### src/rtl/fsm1_sched.sv
// fsm1_sched: round-robin two-requester command scheduler for fsm1_route.
// Optional grant counters are enabled with `define FSM1_SCHED_STATS_EN.
module fsm1_sched #(
  parameter int unsigned OBS_LAT = 1
) (
  input  logic       GCLK_Pad,
  input  logic       reset_Pad,
  input  logic       a_req,
  input  logic [2:0] a_cmd,
  output logic       a_ack,
  output logic [2:0] a_state,
  input  logic       b_req,
  input  logic [2:0] b_cmd,
  output logic       b_ack,
  output logic [2:0] b_state,
  output logic       fsm_input1,
  output logic       fsm_input2,
  output logic       fsm_reset,
  input  logic       state_obs0_Pad,
  input  logic       state_obs1_Pad,
  input  logic       output1_Pad,
`ifdef FSM1_SCHED_STATS_EN
  output logic [7:0] a_grants,
  output logic [7:0] b_grants,
`endif
  output logic       busy
);

  typedef enum logic [1:0] {
    IDLE,
    ISSUE,
    WAIT,
    RESP
  } state_t;

  localparam logic [3:0] LAT = 4'(OBS_LAT);

  state_t     state_q;
  logic       ptr_q;
  logic       gnt_q;
  logic [3:0] cnt_q;
  logic [2:0] pulse_q;
  logic       a_ack_q;
  logic       b_ack_q;
  logic [2:0] a_st_q;
  logic [2:0] b_st_q;

  logic       gnt_b_d;
  logic [2:0] cmd_d;
  logic [2:0] pulse_d;
  logic [2:0] obs_d;

  // ptr_q=1 means B wins a tie
  assign gnt_b_d = b_req & (~a_req | ptr_q);
  assign cmd_d   = gnt_b_d ? b_cmd : a_cmd;
  assign pulse_d = cmd_d[2] ? 3'b100 : {1'b0, cmd_d[1:0]};
  assign obs_d   = {output1_Pad, state_obs1_Pad, state_obs0_Pad};

`ifdef FSM1_SCHED_STATS_EN
  logic [7:0] a_cnt_q;
  logic [7:0] b_cnt_q;
`endif

  always_ff @(posedge GCLK_Pad) begin
    if (!reset_Pad) begin
      state_q <= IDLE;
      ptr_q   <= 1'b0;
      gnt_q   <= 1'b0;
      cnt_q   <= 4'd0;
      pulse_q <= 3'b000;
      a_ack_q <= 1'b0;
      b_ack_q <= 1'b0;
      a_st_q  <= 3'b000;
      b_st_q  <= 3'b000;
`ifdef FSM1_SCHED_STATS_EN
      a_cnt_q <= 8'd0;
      b_cnt_q <= 8'd0;
`endif
    end else begin
      pulse_q <= 3'b000;
      a_ack_q <= 1'b0;
      b_ack_q <= 1'b0;
      unique case (state_q)
        IDLE: begin
          if (a_req | b_req) begin
            state_q <= ISSUE;
            gnt_q   <= gnt_b_d;
            ptr_q   <= ~gnt_b_d;
            pulse_q <= pulse_d;
`ifdef FSM1_SCHED_STATS_EN
            if (gnt_b_d && b_cnt_q != 8'hFF)
              b_cnt_q <= b_cnt_q + 8'd1;
            if (!gnt_b_d && a_cnt_q != 8'hFF)
              a_cnt_q <= a_cnt_q + 8'd1;
`endif
          end
        end
        ISSUE: begin
          state_q <= WAIT;
          cnt_q   <= LAT;
        end
        WAIT: begin
          if (cnt_q <= 4'd1) begin
            state_q <= RESP;
            if (gnt_q) begin
              b_st_q  <= obs_d;
              b_ack_q <= 1'b1;
            end else begin
              a_st_q  <= obs_d;
              a_ack_q <= 1'b1;
            end
          end else begin
            cnt_q <= cnt_q - 4'd1;
          end
        end
        RESP: state_q <= IDLE;
        default: state_q <= IDLE;
      endcase
    end
  end

  assign fsm_reset  = pulse_q[2];
  assign fsm_input2 = pulse_q[1];
  assign fsm_input1 = pulse_q[0];
  assign a_ack      = a_ack_q;
  assign b_ack      = b_ack_q;
  assign a_state    = a_st_q;
  assign b_state    = b_st_q;
  assign busy       = (state_q != IDLE);

`ifdef FSM1_SCHED_STATS_EN
  assign a_grants = a_cnt_q;
  assign b_grants = b_cnt_q;
`endif

endmodule

### config.mk
export PLATFORM = sky130hd
export DESIGN_NAME = fsm1_sched
export DESIGN_NICKNAME = d
export VERILOG_FILES = /design/src/rtl/fsm1_sched.sv
export SDC_FILE = /design/constraint.sdc
export NUM_CORES = 1
export LEC_CHECK = 0
export ABC_AREA = 1
export BUFFER_PORTS_ARGS = -buffer_cell sky130_fd_sc_hd__buf_2
export CAP_MARGIN = 15
export CORE_UTILIZATION = 44
export CTS_BUF_LIST = sky130_fd_sc_hd__clkbuf_2 sky130_fd_sc_hd__clkbuf_4 sky130_fd_sc_hd__clkbuf_8
export DETAILED_ROUTE_END_ITERATION = 10
export GPL_ROUTABILITY_DRIVEN = 1
export PLACE_DENSITY_LB_ADDON = 0.2
export SYNTH_ARGS = -nofsm -noshare
export SYNTH_HDL_FRONTEND = slang
export SYNTH_SLANG_ARGS = --single-unit
### constraint.sdc
create_clock -name GCLK_Pad -period 1.55 [get_ports GCLK_Pad]
set_input_delay 0.0775 -clock GCLK_Pad [delete_from_list [all_inputs] [get_ports GCLK_Pad]]
set_output_delay 0.0775 -clock GCLK_Pad [all_outputs]
set_load 0.02 [all_outputs]
==> impl_metrics.csv, run 1 <==
group,metric,value,unit
sta,layout_min_cycle_time,1.37,ns
critical_path,crit_type,"reg -> reg",
detailed_routing,routed_wirelength,1480,um
place,io_buffers,24,
die,die_h,46.0,um
die,die_area,0.00211,sq mm
pwr,p_sw_frac,0.423,
clock_tree,root_buffer,"clkbuf_4",
logic_synthesis,yosysSeqAreaShare,0.447,
place,globalplace.congestion,0.748,
detailed_routing,via_per_inst,4.47,
die,coreArea,0.00176,sq mm
die,die_w,46.0,um
min_path,worstHoldStart,"state_obs1_Pad",
global_route,grt_use_total,0.163,
detailed_routing,dr_total_vias,738,
critical_path,arrival,1.54,ns
pwr,power_density,1740,mW/mm^2
clock_tree,ctsHoldBuffers,0,
pwr,clockPowerShare,0.144,
pwr,seqPwrFrac,0.391,
critical_path,rr_startpoint,"state_q[0]",
global_route,grt-ovfl-total,0,
logic_synthesis,ys_seq_elements,19,
detailed_routing,initialDrtViolationCount,16,
min_path,hold_path_depth,3,
global_route,grt_pass1_vias,633,
clock_tree,cts_setup_buffers,0,
clock_tree,cts_resized,0,
clock_tree,cts_tree,"done",
logic_synthesis,synthesis.area,851,sq um
pwr,p_leak,0.511,nW
logic_synthesis,synth_nets,131,
die,fp-row-count,15,
sta,max_freq,730,MHz
critical_path,reg2reg_to,"b_state[0]",
pwr,p_total,1.79,mW
layout,drive_above_1_share,0.243,
logic_synthesis,synth.distinct_cells,16,
place,hpwl,1170,um
clock_tree,cts_max_level,1,
layout,n_fill_cell,181,
clock_tree,cts.sinks,19,
sta,setup_violations,0,
min_path,min_to,"a_state[1]",
layout,final_cell_mix,"nand2_1, buf_2, dfxtp_1, inv_1, a21oi_1",
sta,worstMarginPinSlew,0.403,ns
sta,rsz0062_at_grt,"false",
pwr,power_frac_comb,0.464,
pwr,p_switching,755,uW
logic_synthesis,yosys_warnings,0,
layout,synthToLayoutAreaGrowth,20.9,%
run_status,status,"finished clean",
detailed_routing,dr.pass1.iters,4,
global_route,antenna_found_initial,0,
pwr,irDropWorstVdd,0.000937,V
logic_synthesis,async_flop_share,0,
logic_synthesis,synthCells,113,
critical_path,critPathMaxFanout,8,
logic_synthesis,synthFlopType,"dfxtp_1",
detailed_routing,postRouteAntennaNets,0,
clock_tree,numCtsBuffers,3,
sta,min_period_over_period,0.884,
sta,setup_tns,0,ns
layout,final_nets,159,
pwr,power.internal,1.03,mW
clock_tree,clock_latency,0.29,ns
sta,hold_violations,0,
global_route,grt_pass1_wl,2460,um
sta,relSlewSlack,0.731,
sta,fin_worst_skew,0.00278,ns
sta,finalMaxSlewViolations,0,
critical_path,cp-end-kind,"flop",
clock_tree,clkSlewWorstSetupHoldPaths,0.10,ns
critical_path,cp.required,1.72,ns
min_path,hold_class,"in -> reg",
global_route,grt_start_max_net_pins,14,
critical_path,rr_worst_depth,7,
detailed_routing,wl_per_cell,8.94,um
layout,n_antenna_cell,0,
detailed_routing,drc,0,
critical_path,cp-start-kind,"flop",
die,io_pins,25,
critical_path,r2r_setup_slack,0.18,ns
clock_tree,clk_path_buf_depth,2,
die,start_util,0.482,
logic_synthesis,synth_edf_count,0,
job,maxCapViolations,0,
logic_synthesis,syn_avg_cell_area,7.53,sq um
state kept, by name, summed over array words and instances, names as in the netlist:
signal,count
a_ack,1
cnt_q,4
ptr_q,1
b_ack,1
a_state,3
gnt_q,1
pulse_q,3
b_state,3
state_q,2
worst max-delay path: stages, from the launching register on:
cell and delay, ns:
dfxtp_1 0.33, inv_1 0.09, ha_1 0.24, inv_1 0.12, nor2_4 0.19, nand2_1 0.13, nand2_1 0.08, a21oi_1 0.05
synthesized netlist by cell type (2+ instances only):
| cell | n | area share |
|---|---|---|
| a21oi_1 | 14 | 0.082 |
| dfxtp_1 | 19 | 0.45 |
| ha_1 | 5 | 0.074 |
| inv_1 | 16 | 0.071 |
| nand2_1 | 24 | 0.11 |
| nand2_4 | 2 | 0.026 |
| nand3_1 | 11 | 0.065 |
| nor2_1 | 10 | 0.044 |
| nor3_1 | 2 | 0.012 |
| o21ai_0 | 4 | 0.024 |
power by group through the flow:
| stage | clock [mW] | sequential, mW | combinational [mW] |
|---|---|---|---|
| 5_1_grt | 0.295 | 0.718 | 0.961 |
| 2_1_floorplan | 0 | 0.733 | 0.632 |
| 3_5_place_dp | 0 | 0.709 | 0.831 |
| 3_3_place_gp | 0 | 0.703 | 0.815 |
| 6_report | 0.258 | 0.699 | 0.829 |
| 4_1_cts | 0.274 | 0.698 | 0.835 |
cell type report:
cell class              count  area, sq um  share of cell area
repair buffers             24          120               0.117
flip-flops and latches     19          380               0.370
multi-input cells          77          407               0.395
well taps                  25         31.3              0.0304
clock buffers               4         30.0              0.0292
inverters                  16         60.1              0.0584
how the worst max path moves through the flow:
stage | depth (start not counted) | slack [ns] | from | end
2_1_floorplan | 8 | 0.30 | cnt_q[0] | cnt_q[1]
3_3_place_gp | 9 | 0.24 | cnt_q[0] | b_state[1]
3_5_place_dp | 9 | 0.20 | cnt_q[0] | b_state[0]
4_1_cts | 9 | 0.18 | cnt_q[0] | b_state[0]
5_1_grt | 9 | 0.005 | cnt_q[0] | b_state[1]
6_report | 7 | 0.18 | state_q[0] | b_state[0]
logic make-up after synthesis:
kind of cell,count (synthesis),synth area share
flops,19,0.447
compound gates,19,0.116
fa+ha+maj,5,0.0735
buf+inv,17,0.0750
simple gates,53,0.288
metal layers:
metal	part of all wire	vias up	GRT usage	wire length (um)
met5	0	-	0	0
met4	0	0	0.0529	0
met3	0.052	0	0.0595	76
met2	0.45	17	0.254	665
met1	0.50	308	0.208	733
li1	-	413	-	-
through the flow:
stage	std cells	instance area, sq um	utilization	setup WS, ns	hold WS, ns
detailed placement	161	998	0.566	0.203	0.368
global route	165	1030	0.583	0.00527	0.0556
floorplan	113	851	-	0.305	0.213
CTS	165	1030	0.583	0.179	0.0469
global placement	161	998	0.566	0.235	0.374
finish	165	1030	0.583	0.180	0.0632
No activity file was read; power rests on OpenSTA's default activity.
==> inputs of run 2 (changes only) <==
CTS_CLUSTER_DIAMETER = 120   (was unset)
clock period = 1.4 ns   (was 1.55 ns; I/O delays follow)
==> run 2 against run 1 <==
Compared with the run above:
- highest routed layer is now met4
- clock power up 14%
- critical path depth grew 2
- count of clock-buffer cells in the layout did not move
- register-to-register slack lost 0.12 ns
- critical endpoint is now a_state[0]
- non-clock buffer count rose by 3
- setup slack got worse by 0.12 ns
- combinational power grew 30%
==> impl_metrics.csv, run 2 (synthesis results as in run 1) <==
group,metric,value,unit
run_status,status,"finished clean",
clock_tree,ctsHoldBuffers,0,
detailed_routing,drc,0,
die,io_pins,25,
detailed_routing,initialDrtViolationCount,17,
die,start_util,0.482,
place,globalplace.congestion,0.747,
detailed_routing,met1Wirelength,708,um
global_route,grt-ovfl-total,0,
die,die_h,46.0,um
die,fp-row-count,15,
global_route,grt_start_max_net_pins,14,
clock_tree,numCtsBuffers,3,
min_path,worstHoldStart,"reset_Pad",
layout,synthToLayoutAreaGrowth,30.4,%
pwr,power_density,1970,mW/mm^2
sta,worstMarginPinSlew,0.409,ns
clock_tree,cts_max_level,1,
critical_path,critPathBufInv,2,
critical_path,arrival,1.51,ns
detailed_routing,routed_wirelength,1700,um
critical_path,cp_top_family,"simple AND/OR/NAND/NOR gates",
job,maxCapViolations,0,
detailed_routing,wl_met3,89,um
sta,max_freq,747,MHz
sta,fin_ws,0.0609,ns
detailed_routing,postRouteAntennaNets,0,
critical_path,worst_path_max_delay_cell,"dfxtp_4",
layout,drive_above_1_share,0.357,
sta,layout_min_cycle_time,1.34,ns
critical_path,cp.depth,9,
sta,relSlewSlack,0.727,
detailed_routing,wl_per_cell,10.1,um
detailed_routing,top_layer_used,"met4",
detailed_routing,dr.pass1.iters,4,
clock_tree,cts.sinks,19,
sta,setup_violations,0,
layout,final_cell_mix,"buf_2, nand2_1, dfxtp_1, inv_1, a21oi_1",
critical_path,crit_top_cell,"nand2_2",
sta,worst_hold_slack,0.0342,ns
place,io_buffers,24,
global_route,grt_pass1_wl,2500,um
sta,min_period_over_period,0.957,
sta,finalMaxSlewViolations,0,
layout,n_antenna_cell,0,
critical_path,r2r_setup_slack,0.06,ns
clock_tree,root_buffer,"clkbuf_4",
detailed_routing,dr_total_vias,791,
critical_path,critPathMaxFanout,8,
critical_path,reg2reg_to,"a_state[0]",
sta,hold_violations,0,
global_route,grt_pass1_vias,653,
critical_path,rr_startpoint,"cnt_q[0]",
clock_tree,cts_tree,"done",
critical_path,slowest_delay,0.38,ns
layout,top_register,"cnt_q",
pwr,irDropWorstVdd,0.00111,V
clock_tree,clock_latency,0.30,ns
place,place_ws,0.0543,ns
critical_path,crit_type,"reg -> reg",
critical_path,cp.required,1.57,ns
sta,setup_tns,0,ns
critical_path,cp-end-kind,"flop",
critical_path,critical_path.cell_chain,"inv_4 -> ha_4 -> inv_2 -> nand2_2 -> nand2_4 -> nor2_4 -> nand2_2 -> nand2_1 -> a21oi_1",
layout,layout_commonest_cell,"buf_2",
global_route,grt_use_total,0.167,
min_path,hold_class,"in -> reg",
min_path,min_to,"cnt_q[0]",
critical_path,rr_worst_depth,9,
sta,fin_worst_skew,0.00772,ns
clock_tree,clk_path_buf_depth,2,
die,die_area,0.00211,sq mm
layout,largest_reg_flops,4,
critical_path,cp-start-kind,"flop",
layout,n_fill_cell,182,
min_path,hold_path_depth,3,
detailed_routing,via_per_inst,4.71,
die,coreArea,0.00176,sq mm
clock_tree,clkSlewWorstSetupHoldPaths,0.10,ns
die,die_w,46.0,um
place,hpwl,1210,um
detailed_routing,wl_met2,898,um
global_route,antenna_found_initial,0,
pwr,p_leak,0.545,nW
layout,final_nets,162,
==> run 2: final cells by class <==
type	count	area (sq um)	area share
flip-flops and latches	19	385	0.347
repair buffers	27	143	0.129
clock buffers	4	30.0	0.0271
inverters	16	65.1	0.0586
well taps	25	31.3	0.0282
multi-input cells	77	455	0.410
==> run 2: what timing repair did <==
item | in CTS | in global routing
resized for setup | 0 | 20
buffers inserted | 0 | 2
setup endpoints to repair | 0 | 12
==> run 2: worst reg2reg max path, stage by stage, from the launching register on <==
cell	delay [ns]
dfxtp_4	0.38
inv_4	0.06
ha_4	0.13
inv_2	0.03
nand2_2	0.06
nand2_4	0.07
nor2_4	0.22
nand2_2	0.12
nand2_1	0.08
a21oi_1	0.06
==> run 2: layer usage <==
| layer | global-route usage | up-vias |
|---|---|---|
| li1 | - | 418 |
| met1 | 0.185 | 348 |
| met2 | 0.285 | 23 |
| met3 | 0.0714 | 2 |
| met4 | 0.0529 | 0 |
| met5 | 0 | - |
==> run 2: worst max-delay path by stage <==
| stage | start | end | slack (ns) |
|---|---|---|---|
| floorplan | cnt_q[0] | cnt_q[1] | 0.15 |
| global placement | cnt_q[0] | b_state[1] | 0.09 |
| detailed placement | cnt_q[0] | b_state[0] | 0.05 |
| CTS | cnt_q[0] | b_state[0] | 0.02 |
| global route | cnt_q[1] | a_state[0] | -0.04 |
| finish | cnt_q[0] | a_state[0] | 0.06 |
==> run 2: per-stage QoR <==
step	power, mW	utilization	instances	area, sq um
4_1_cts	2.03	0.587	166	1040
5_1_grt	2.38	0.629	168	1110
2_1_floorplan	1.51	-	113	851
3_5_place_dp	1.73	0.570	162	1010
3_3_place_gp	1.70	0.570	162	1010
6_report	2.18	0.629	168	1110
==> run 2: power breakdown <==
part           switching [mW]  leakage (nW)  internal (mW)
Sequential              0.125         0.156          0.686
Combinational           0.651         0.370          0.427
Clock                   0.163        0.0184          0.130
==> inputs of run 3 (changes only) <==
ABC_CLOCK_PERIOD_IN_PS = 1400   (was unset)
PLACE_DENSITY = 0.73   (was unset)
PLACE_DENSITY_LB_ADDON = unset   (was 0.2)
==> run 3 against run 2 <==
Compared with the run above:
- critical path depth unchanged
- combinational power about the same
- worst hold slack improved by 0.013 ns
- maximum frequency increased by 2.1%
- core utilization decreased by 0.78 points
- power decreased by 1.0%
- flip-flop and latch count unchanged
- die area unchanged
- routed wire length decreased by 0.24%
- sequential share of layout area increased by 0.44 points
- sequential power decreased by 0.9%
==> impl_metrics.csv, run 3 (synthesis results as in run 1) <==
group,metric,value,unit
global_route,antenna_found_initial,0,
die,fp-row-count,15,
die,coreArea,0.00176,sq mm
clock_tree,root_buffer,"clkbuf_4",
clock_tree,clock_latency,0.30,ns
die,die_area,0.00211,sq mm
pwr,p_sw_frac,0.440,
sta,layout_min_cycle_time,1.31,ns
min_path,hold_class,"in -> reg",
job,maxCapViolations,0,
critical_path,arrival,1.50,ns
global_route,grt_pass1_vias,656,
sta,setup_violations,0,
pwr,seqPwrFrac,0.372,
sta,min_period_over_period,0.937,
detailed_routing,initialDrtViolationCount,14,
sta,relSlewSlack,0.723,
pwr,p_switching,950,uW
clock_tree,clk_path_buf_depth,2,
layout,register_area,385,sq um
sta,max_freq,762,MHz
sta,worstMarginPinSlew,0.415,ns
place,globalplace.congestion,0.745,
sta,fin_worst_skew,0.00309,ns
layout,final_util,0.621,
critical_path,cp.required,1.58,ns
pwr,power.internal,1.21,mW
clock_tree,numCtsBuffers,3,
pwr,power_density,1970,mW/mm^2
global_route,grt_use_total,0.177,
sta,finalMaxSlewViolations,0,
layout,final_cell_area,0.00110,sq mm
run_status,status,"finished clean",
detailed_routing,drc,0,
pwr,p_leak,0.527,nW
critical_path,crit_type,"reg -> reg",
pwr,irDropWorstVdd,0.00124,V
place,dpl_cell_area,0.00101,sq mm
detailed_routing,via_per_inst,4.55,
detailed_routing,postRouteAntennaNets,0,
global_route,grt_pass1_wl,2680,um
pwr,power_frac_comb,0.497,
clock_tree,ctsHoldBuffers,0,
die,start_util,0.482,
pwr,clockPowerShare,0.130,
clock_tree,clkSlewWorstSetupHoldPaths,0.11,ns
place,hpwl,1300,um
detailed_routing,dr_total_vias,760,
layout,synthToLayoutAreaGrowth,28.8,%
layout,drive_above_1_share,0.352,
clock_tree,cts_tree,"done",
clock_tree,cts_max_level,1,
die,die_w,46.0,um
layout,final_cell_mix,"buf_2, nand2_1, dfxtp_1, inv_1, a21oi_1",
detailed_routing,routed_wirelength,1700,um
global_route,grt-ovfl-total,0,
sta,rsz0062_at_grt,"false",
critical_path,r2r_setup_slack,0.09,ns
sta,fin_ws,0.0881,ns
global_route,grt_start_max_net_pins,14,
sta,setup_tns,0,ns
layout,top_register,"cnt_q",
die,io_pins,25,
layout,layout_commonest_cell,"buf_2",
layout,multiInputGateArea,452,sq um
layout,n_antenna_cell,0,
die,die_h,46.0,um
layout,final_nets,161,
critical_path,cp-start-kind,"flop",
detailed_routing,wl_per_cell,10.2,um
layout,n_fill_cell,187,
detailed_routing,dr.pass1.iters,4,
critical_path,cp-end-kind,"flop",
critical_path,critPathMaxFanout,8,
place,place_ws,0.0275,ns
clock_tree,cts.sinks,19,
layout,largest_reg_flops,4,
place,io_buffers,24,
sta,hold_violations,0,
==> run 3: layout make-up <==
cell class | instances | area share
inverters | 16 | 0.0594
multi-input cells | 77 | 0.412
clock inverters | 1 | 0.00457
well taps | 25 | 0.0285
flip-flops and latches | 19 | 0.352
repair buffers | 26 | 0.123
clock buffers | 3 | 0.0205
==> run 3: timing repair <==
item | in CTS | in global routing
gates resized for setup | 0 | 19
setup endpoints to repair | 0 | 13
setup buffers | 0 | 1
==> run 3: power groups by stage <==
stage                     Combinational (mW)  Sequential (mW)  Clock (mW)
after floorplan                        0.699            0.812           0
after global placement                 0.924            0.779           0
after detailed placement               0.964            0.784           0
after CTS                              0.971            0.771       0.290
after global routing                    1.19            0.826       0.305
final                                   1.07            0.804       0.281
==> run 3: per-stage QoR <==
stage,power (mW),instances,hold WS [ns]
2_1_floorplan,1.51,113,0.206
3_3_place_gp,1.70,162,0.365
3_5_place_dp,1.75,162,0.367
4_1_cts,2.03,166,0.0390
5_1_grt,2.32,167,0.0444
6_report,2.16,167,0.0468
==> run 3: worst paths after layout <==
check	start	to	depth (start not counted)
worst max register to register	cnt_q[0]	b_state[2]	9
worst min-delay path	state_obs0_Pad	a_state[0]	3
worst min register to register	a_state[0]	a_state[0]	2
worst max-delay path	cnt_q[0]	b_state[2]	9
==> run 3: worst max-delay path: stages (launching register included) <==
cell and delay [ns]:
dfxtp_4 0.38, inv_4 0.06, ha_4 0.14, inv_2 0.03
nand2_2 0.06, nand2_4 0.06, nor2_4 0.21, nand2_2 0.11
nand2_1 0.09, a21oi_2 0.05
==> run 3: layer usage <==
metal / wire length [um] / track usage
met5: 0 / 0
met4: 10 / 0.0706
met3: 77 / 0.0437
met2: 794 / 0.287
met1: 816 / 0.222
